===== src/rtl/i2c_reg_ctrl.sv =====
// i2c_reg_ctrl: pointer-addressed register bank behind the I2C slave.
// Received bytes are staged in a shadow bank and copied to the active bank
// in one cycle on STOP, so downstream logic never sees a half-written set.
module i2c_reg_ctrl #(
  parameter int          NUM_REGS    = 8,
  parameter int          PTR_W       = 3,
  parameter logic [7:0]  RESET_VALUE = 8'h00
) (
  input  logic                  clk,
  input  logic                  reset,
  input  logic [7:0]            data_i,
  input  logic                  data_valid_i,
  input  logic                  start_i,
  input  logic                  stop_i,
  output logic [NUM_REGS*8-1:0] regs_o,
  output logic [7:0]            rd_data_o,
  output logic [PTR_W-1:0]      ptr_o,
  output logic                  wr_pulse_o,
  output logic                  commit_o,
  output logic                  err_o,
  output logic                  busy_o
);

  typedef enum logic [1:0] {S_IDLE, S_PTR, S_DATA, S_IGNORE} state_t;

  state_t           r_state;
  logic [PTR_W-1:0] r_ptr;
  logic             r_dirty;
  logic             r_err;
  logic             r_wr_pulse;
  logic             r_commit;
  logic [7:0]       r_shadow [NUM_REGS];
  logic [7:0]       r_active [NUM_REGS];

  logic [7:0]       w_shadow_nxt [NUM_REGS];
  logic [7:0]       w_rd_data;
  logic [PTR_W-1:0] w_ptr_inc;
  logic             w_byte, w_ptr_in_range, w_ptr_ok, w_ptr_bad, w_wr;
  logic             w_dirty_nxt, w_err_nxt, w_do_commit, w_do_discard;

  // A START in the same cycle swallows the byte.
  assign w_byte         = data_valid_i & ~start_i;
  assign w_ptr_in_range = ({1'b0, data_i} < 9'(NUM_REGS));
  assign w_ptr_ok       = w_byte && (r_state == S_PTR) && w_ptr_in_range;
  assign w_ptr_bad      = w_byte && (r_state == S_PTR) && !w_ptr_in_range;
  assign w_wr           = w_byte && (r_state == S_DATA);
  assign w_ptr_inc      = (r_ptr == PTR_W'(NUM_REGS - 1)) ? '0 : r_ptr + 1'b1;

  // STOP sees the effect of a byte arriving in the same cycle.
  assign w_dirty_nxt  = r_dirty | w_wr;
  assign w_err_nxt    = r_err | w_ptr_bad;
  assign w_do_commit  = stop_i && w_dirty_nxt && !w_err_nxt;
  assign w_do_discard = stop_i && w_err_nxt;

  // Shadow bank including this cycle's write, used for both update and commit.
  always_comb begin
    for (int k = 0; k < NUM_REGS; k++)
      w_shadow_nxt[k] = (w_wr && r_ptr == PTR_W'(k)) ? data_i : r_shadow[k];
  end

  // Read mux over the active bank at the current pointer.
  always_comb begin
    w_rd_data = '0;
    for (int k = 0; k < NUM_REGS; k++)
      if (r_ptr == PTR_W'(k)) w_rd_data = r_active[k];
  end

  // Control FSM, banks and strobes; START is applied after STOP handling.
  always_ff @(posedge clk) begin
    if (reset) begin
      r_state    <= S_IDLE;
      r_ptr      <= '0;
      r_dirty    <= 1'b0;
      r_err      <= 1'b0;
      r_wr_pulse <= 1'b0;
      r_commit   <= 1'b0;
      for (int k = 0; k < NUM_REGS; k++) begin
        r_shadow[k] <= RESET_VALUE;
        r_active[k] <= RESET_VALUE;
      end
    end else begin
      r_wr_pulse <= w_wr;
      r_commit   <= w_do_commit;
      for (int k = 0; k < NUM_REGS; k++) begin
        r_shadow[k] <= w_do_discard ? r_active[k] : w_shadow_nxt[k];
        if (w_do_commit) r_active[k] <= w_shadow_nxt[k];
      end
      if (w_ptr_ok)  r_ptr <= data_i[PTR_W-1:0];
      else if (w_wr) r_ptr <= w_ptr_inc;
      r_dirty <= stop_i ? 1'b0 : w_dirty_nxt;
      r_err   <= start_i ? 1'b0 : w_err_nxt;
      if (start_i)        r_state <= S_PTR;
      else if (stop_i)    r_state <= S_IDLE;
      else if (w_ptr_ok)  r_state <= S_DATA;
      else if (w_ptr_bad) r_state <= S_IGNORE;
    end
  end

  for (genvar k = 0; k < NUM_REGS; k++) begin : g_flat
    assign regs_o[8*k +: 8] = r_active[k];
  end

  assign rd_data_o  = w_rd_data;
  assign ptr_o      = r_ptr;
  assign wr_pulse_o = r_wr_pulse;
  assign commit_o   = r_commit;
  assign err_o      = r_err;
  assign busy_o     = (r_state != S_IDLE);

endmodule


===== config.mk =====
export PLATFORM = sky130hd
export DESIGN_NAME = i2c_reg_ctrl
export DESIGN_NICKNAME = d
export VERILOG_FILES = /design/src/rtl/i2c_reg_ctrl.sv
export SDC_FILE = /design/constraint.sdc
export NUM_CORES = 1
export LEC_CHECK = 0
export ABC_CLOCK_PERIOD_IN_PS = 13200
export CORE_MARGIN = 3
export CORE_UTILIZATION = 40
export CTS_BUF_LIST = sky130_fd_sc_hd__clkbuf_4 sky130_fd_sc_hd__clkbuf_8 sky130_fd_sc_hd__clkbuf_16
export CTS_CLUSTER_SIZE = 16
export DETAILED_ROUTE_END_ITERATION = 12
export GPL_TIMING_DRIVEN = 1
export PLACE_DENSITY = 0.67
export SYNTH_ARGS = -nofsm -noshare
export SYNTH_HDL_FRONTEND = slang
export SYNTH_SLANG_ARGS = --single-unit
export TNS_END_PERCENT = 100

===== constraint.sdc =====
create_clock -name clk -period 13.2 [get_ports clk]
set_input_delay 1.32 -clock clk [delete_from_list [all_inputs] [get_ports clk]]
set_output_delay 1.32 -clock clk [all_outputs]
set_load 0.01 [all_outputs]

Word level (Yosys, flattened, before mapping)

Memory sizes are Yosys's and may differ from the RTL's.
Index checks and enable logic that the tools add are counted.

Equal/unequal tests: 9
Order comparisons: 1
Bitwise operators: 20
Reductions and logical operators: 25
Mux-type cells: 53
Add/sub/neg operators: 1

Operators with widths:

| cell                  | number |
|---|---|
| $mux W8               | 40 |
| $or A1 B1 Y1          | 18 |
| $logic_and A1 B1 Y1   | 15 |
| $eq A3 B3 Y1 const B  | 4 |
| $mux W3               | 3 |
| $lt A8 B4 Y1 const B  | 1 |
| $mux W1               | 8 |
| $eq A3 B2 Y1 const B  | 2 |
| $reduce_bool A2 Y1    | 3 |
| $mux W2               | 2 |
| $reduce_bool A4 Y1    | 1 |
| $reduce_or A2 Y1      | 2 |
| $add A3 B1 Y3 const B | 1 |
| $eq A3 B1 Y1 const B  | 1 |
| $logic_not A3 Y1      | 1 |
| $reduce_or A3 Y1      | 1 |
| $eq A2 B1 Y1 const B  | 1 |
| $eq A2 B2 Y1 const B  | 1 |
| $logic_not A1 Y1      | 2 |
| $and A1 B1 Y1         | 1 |
| $not A1 Y1            | 1 |

Logic and storage cells: 118
Input port bits: 13
Bits in writable memories: 128
Memories: 2
Output and inout port bits: 79
Flip-flop bits (word level): 9

Memory list:

| name     | depth | width | read ports | clocked after Yosys merged registers in | wr ports | line | RTL |
|---|---|---|---|---|---|---|---|
| r_active | 8     | 8     | 8          | 0                                       | 8        | 33   | `logic [7:0] r_active [NUM_REGS];` |
| r_shadow | 8     | 8     | 8          | 0                                       | 8        | 32   | `logic [7:0] r_shadow [NUM_REGS];` |

Longest topological paths before layout

Depth in word-level cells: 11
Depth in mapped cells: 8
Gate-level depth less buffers: 6

Least setup slack after synthesis

Ideal clock, no wire load.

Path type: in2reg
Start: input data_i[6]
End: memory r_active[0][0], enable pin
Data arrival time: 6.841 ns
Buffers on the path: 1
Required time: 12.620 ns
Path slack: 5.778 ns
Cell stages on the path: 4
Setup time: 0.580 ns
Cell sequence: buf_4 or3_4 o22a_1 o31ai_1

RTL lines:

| item            | line | RTL |
|---|---|---|
| start, declared | 11   | `input logic [7:0] data_i,` |
| end, declared   | 33   |  |

Worst setup path in the final report

Start: register r_ptr[2], in the netlist ptr_o[2]
End: output rd_data_o[7]

Cells in the longest elaborated chain, start to end: 9
Elaborated cells between the ends (all ways): 16
Classes of those cells: 7 x eq/ne; 8 x mux; 1 x reduce/logical

RTL lines:

| item                   | line | RTL |
|---|---|---|
| start, declared        | 27   | `logic [PTR_W-1:0] r_ptr;` |
| start signal, assigned | 88   | `if (w_ptr_ok) r_ptr <= data_i[PTR_W-1:0];` |
| start signal, assigned | 89   | `else if (w_wr) r_ptr <= w_ptr_inc;` |
| $logic_not A3 Y1       | 65   | `if (r_ptr == PTR_W'(k)) w_rd_data = r_active[k];` |
| $mux W8 (7 in a row)   | 65   |  |
| $mux W8 (*)            | 65   |  |
| end, declared          | 16   | `output logic [7:0] rd_data_o,` |

Mark *: on every way between the ends. The rest lies on a longest branch, timed or not.

==> results.md <==
- Final Hold Violating Endpoints: 0
- RSZ-0062 raised after global routing: false
- CP startpoint kind: flip-flop
- CTS tree: done
- Post-synth EDFFs: 64
- Final ANT Viol Nets: 0
- Max Slew Vio Count: 0
- Post-CTS Hold Fix Bufs: 0
- Synth Warn #: 0
- Commonest non-fill, non-tap cell in the layout: nor2_1
- Shortest period the worst path allows: 5.15 ns
- Synth async-reset ratio: 0%
- Fin Setup TNS: 0 ns
- Nets: 696
- Leakage power: 2.99 nW
- Kind of critical path: flip-flop to primary output
- Initial antenna violation count: 0
- Worst path slowest cell: dfxtp_1
- Flop2flop setup slack: around 9.9 ns
- Hold Path Class: flip-flop to flip-flop
- Routed WL: ~19,000 um
- Worst R2R Path Depth: 4
- I/O Pins: 92
- Vias in the first global route: approximately 4,900
- Crit path max-delay family: buffers and inverters
- IO Port Bufs: 91
- Resize count post-CTS: 0
- Inst Count DP: 869
- CTS sink count: around 140
- Post-CTS setup buffer count: 0
- Most frequent cells in the layout: nor2_1 (142), clkdlybuf4s50_1 (90), dfxtp_1 (73), mux2i_1 (67)
- VDD IR max: ~90 uV
- Final Util: just over 50%
- Root buffer cell: clkbuf_16
- Main synth FF type: dfxtp_1
- Site row count: 45
- Die area: approximately 17,000 sq um
- Syn Area/Cell: just over 10 sq um
- Crit share post-route: roughly two fifths
- FF-to-FF Start: r_state[1]
- Setup violations, final: 0
- Cell area after layout: a little under 8000 sq um
- Worst path cell trace: inv_1, ha_1, or2_2, a221oi_1, o22ai_1, o21ai_0, clkdlybuf4s50_1
- Hold depth: 2
- Buffers & Inverters on Critical Path: 2
- Status: finished clean
- Initial Util: approximately two fifths
- Fill cells: 1,328
- Crit-path max FO: 20
- Gpl congestion: roughly 1
- Hold EP: ptr_o[0]
- Die width: ~130 um
- Clk buf depth: 2
- First-pass GRT wire length: ~29,000 um
- Req. time, crit path: around 12 ns
- CTS Buf Count: 17
- Dpl hpwl: 12,200 um
- Max Clock Skew: between 0.006 and 0.007 ns
- First-pass DRT Iterations: 6
- # diodes: 0
- Drt initial violations: 557
- Worst Hold Launch: ptr_o[0]
- Core area: 15,300 sq um
- Die Y: between 100 and 150 um
- Critical path endpoint category: primary output
- Wire length per cell: 20.6 um
- Gr usage total: roughly 22%
- Post-Syn Area: 6260 sq um
- Largest net degree at the start of global routing: 129
- Clock Latency Late Sink: 0.42 ns
- Synthesized flop and latch total: roughly 140
- Fraction of layout cells with a size suffix above 1: under 10%
- Syn Inst Count: around 620
- WP data arrival: 3.83 ns
- DRC viols: 0
- Synth cell types: 44
- Pwr per Cell Area: ~130 nW/um^2
- Non-filler cells in the finished layout: approximately 900
- Rel. slew slack: between 10% and 20%
- Vias per inst: ~5.7
- Worst reg2reg endpoint: r_active[0][34]
- H-tree depth: 4
- Sequential fraction of the synthesis area: 54.0%
- Peak Freq: 194 MHz
- DR vias: roughly 5,100
- Multi-input gate area: approximately 2600 sq um
- Register Area: 3380 sq um
- Crit path largest cell delay: approximately 0.7 ns
- Worst-Margin Slew: approximately 1.3 ns
- Grt total ovfl: 0
- Maximum Capacitance Violations: 0
- Clk pin slew, worst setup/hold paths: about 0.06 ns
- Syn Nets: between 600 and 700
- Area post-placement: 7260 sq um
- Area growth, synth to finish: 26.5%
[worst max-delay path by stage]
stage	start	to	slack, ns	cells past startpoint
detailed placement	data_valid_i	r_active[0][17]	8.46	5
CTS	ptr_o[2]	rd_data_o[7]	8.19	7
floorplan	data_i[6]	r_active[0][0]	5.78	4
finish	ptr_o[2]	rd_data_o[7]	8.05	7
global placement	data_valid_i	r_active[0][25]	8.49	5
global route	ptr_o[2]	rd_data_o[7]	7.96	7
[kinds of logic after synthesis]
family / Yosys count / share of synthesized area (%)
and+or+nand+nor: 192 / 13.7
DFF: 137 / 54.0
AOI/OAI and AO/OA: 135 / 14.9
buffers and inverters: 81 / 5.38
muxes: 67 / 10.7
adders and majority gates: 6 / 1.20
[per-layer routing]
metal,routed length (um),global-route usage (%),part of all wire (%),vias to the layer above
met5,0,0,0,-
met4,606,7.82,3.3,0
met3,1490,6.66,8.0,48
met2,8240,32.4,44,236
met1,8250,29.5,44,2497
li1,-,-,-,2345
[stage by stage]
stage	power [W]	hold slack, ns	setup slack [ns]
finish	0.00106	0.547	8.05
global route	0.00109	0.590	7.96
CTS	0.00107	0.555	8.19
detailed placement	0.000546	0.547	8.46
global placement	0.000545	0.541	8.49
floorplan	0.000509	0.482	5.78
[synth_stat cells, types with 3 or more instances]
cell type | instances | area, sq um
clkbuf_1 | 37 | 139
a21oi_1 | 30 | 150
a22o_1 | 6 | 52.6
or3_1 | 4 | 25.0
nor2_2 | 9 | 56.3
ha_1 | 6 | 75.1
o21ai_0 | 5 | 25.0
nand2_1 | 9 | 33.8
nand4b_1 | 3 | 26.3
nand3b_1 | 8 | 60.1
mux2i_1 | 67 | 671
a221oi_1 | 7 | 61.3
buf_1 | 6 | 22.5
a211oi_1 | 64 | 480
o22ai_1 | 13 | 81.3
buf_2 | 11 | 55.1
edfxtp_1 | 64 | 1920
dfxtp_1 | 73 | 1460
inv_1 | 23 | 86.3
nor2_1 | 142 | 533
[sequential cells by signal, indices dropped and copies added (netlist names)]
signal	count
ptr_o	3
r_dirty	1
r_shadow	64
commit_o	1
err_o	1
r_active	64
r_state	2
wr_pulse_o	1
[report_power, final]
| part | switching [W] | leakage [nW] | total (W) | internal, W |
|---|---|---|---|---|
| Combinational | 0.0000384 | 1.43 | 0.0000673 | 0.0000289 |
| Sequential | 0.0000119 | 1.25 | 0.000470 | 0.000459 |
| Clock | 0.000184 | 0.301 | 0.000525 | 0.000341 |
| Total | 0.000234 | 2.99 | 0.00106 | 0.000828 |
[tightest hold or removal path, delay by kind of cell (launching register included)]
family / cells / cell delay (ns)
and+or+nand+nor: 1 / 0.09
DFF: 1 / 0.36
AOI/OAI and AO/OA: 1 / 0.05
[final cells by class]
| class | count | share of cell area, % |
|---|---|---|
| clock buffer | 18 | 5.54 |
| multi-input combinational | 400 | 32.5 |
| clock inverter | 14 | 2.80 |
| tap | 211 | 3.33 |
| timing repair buffer | 97 | 12.0 |
| inverter | 24 | 1.14 |
| sequential | 137 | 42.7 |
(Power assumes the default switching activity.)
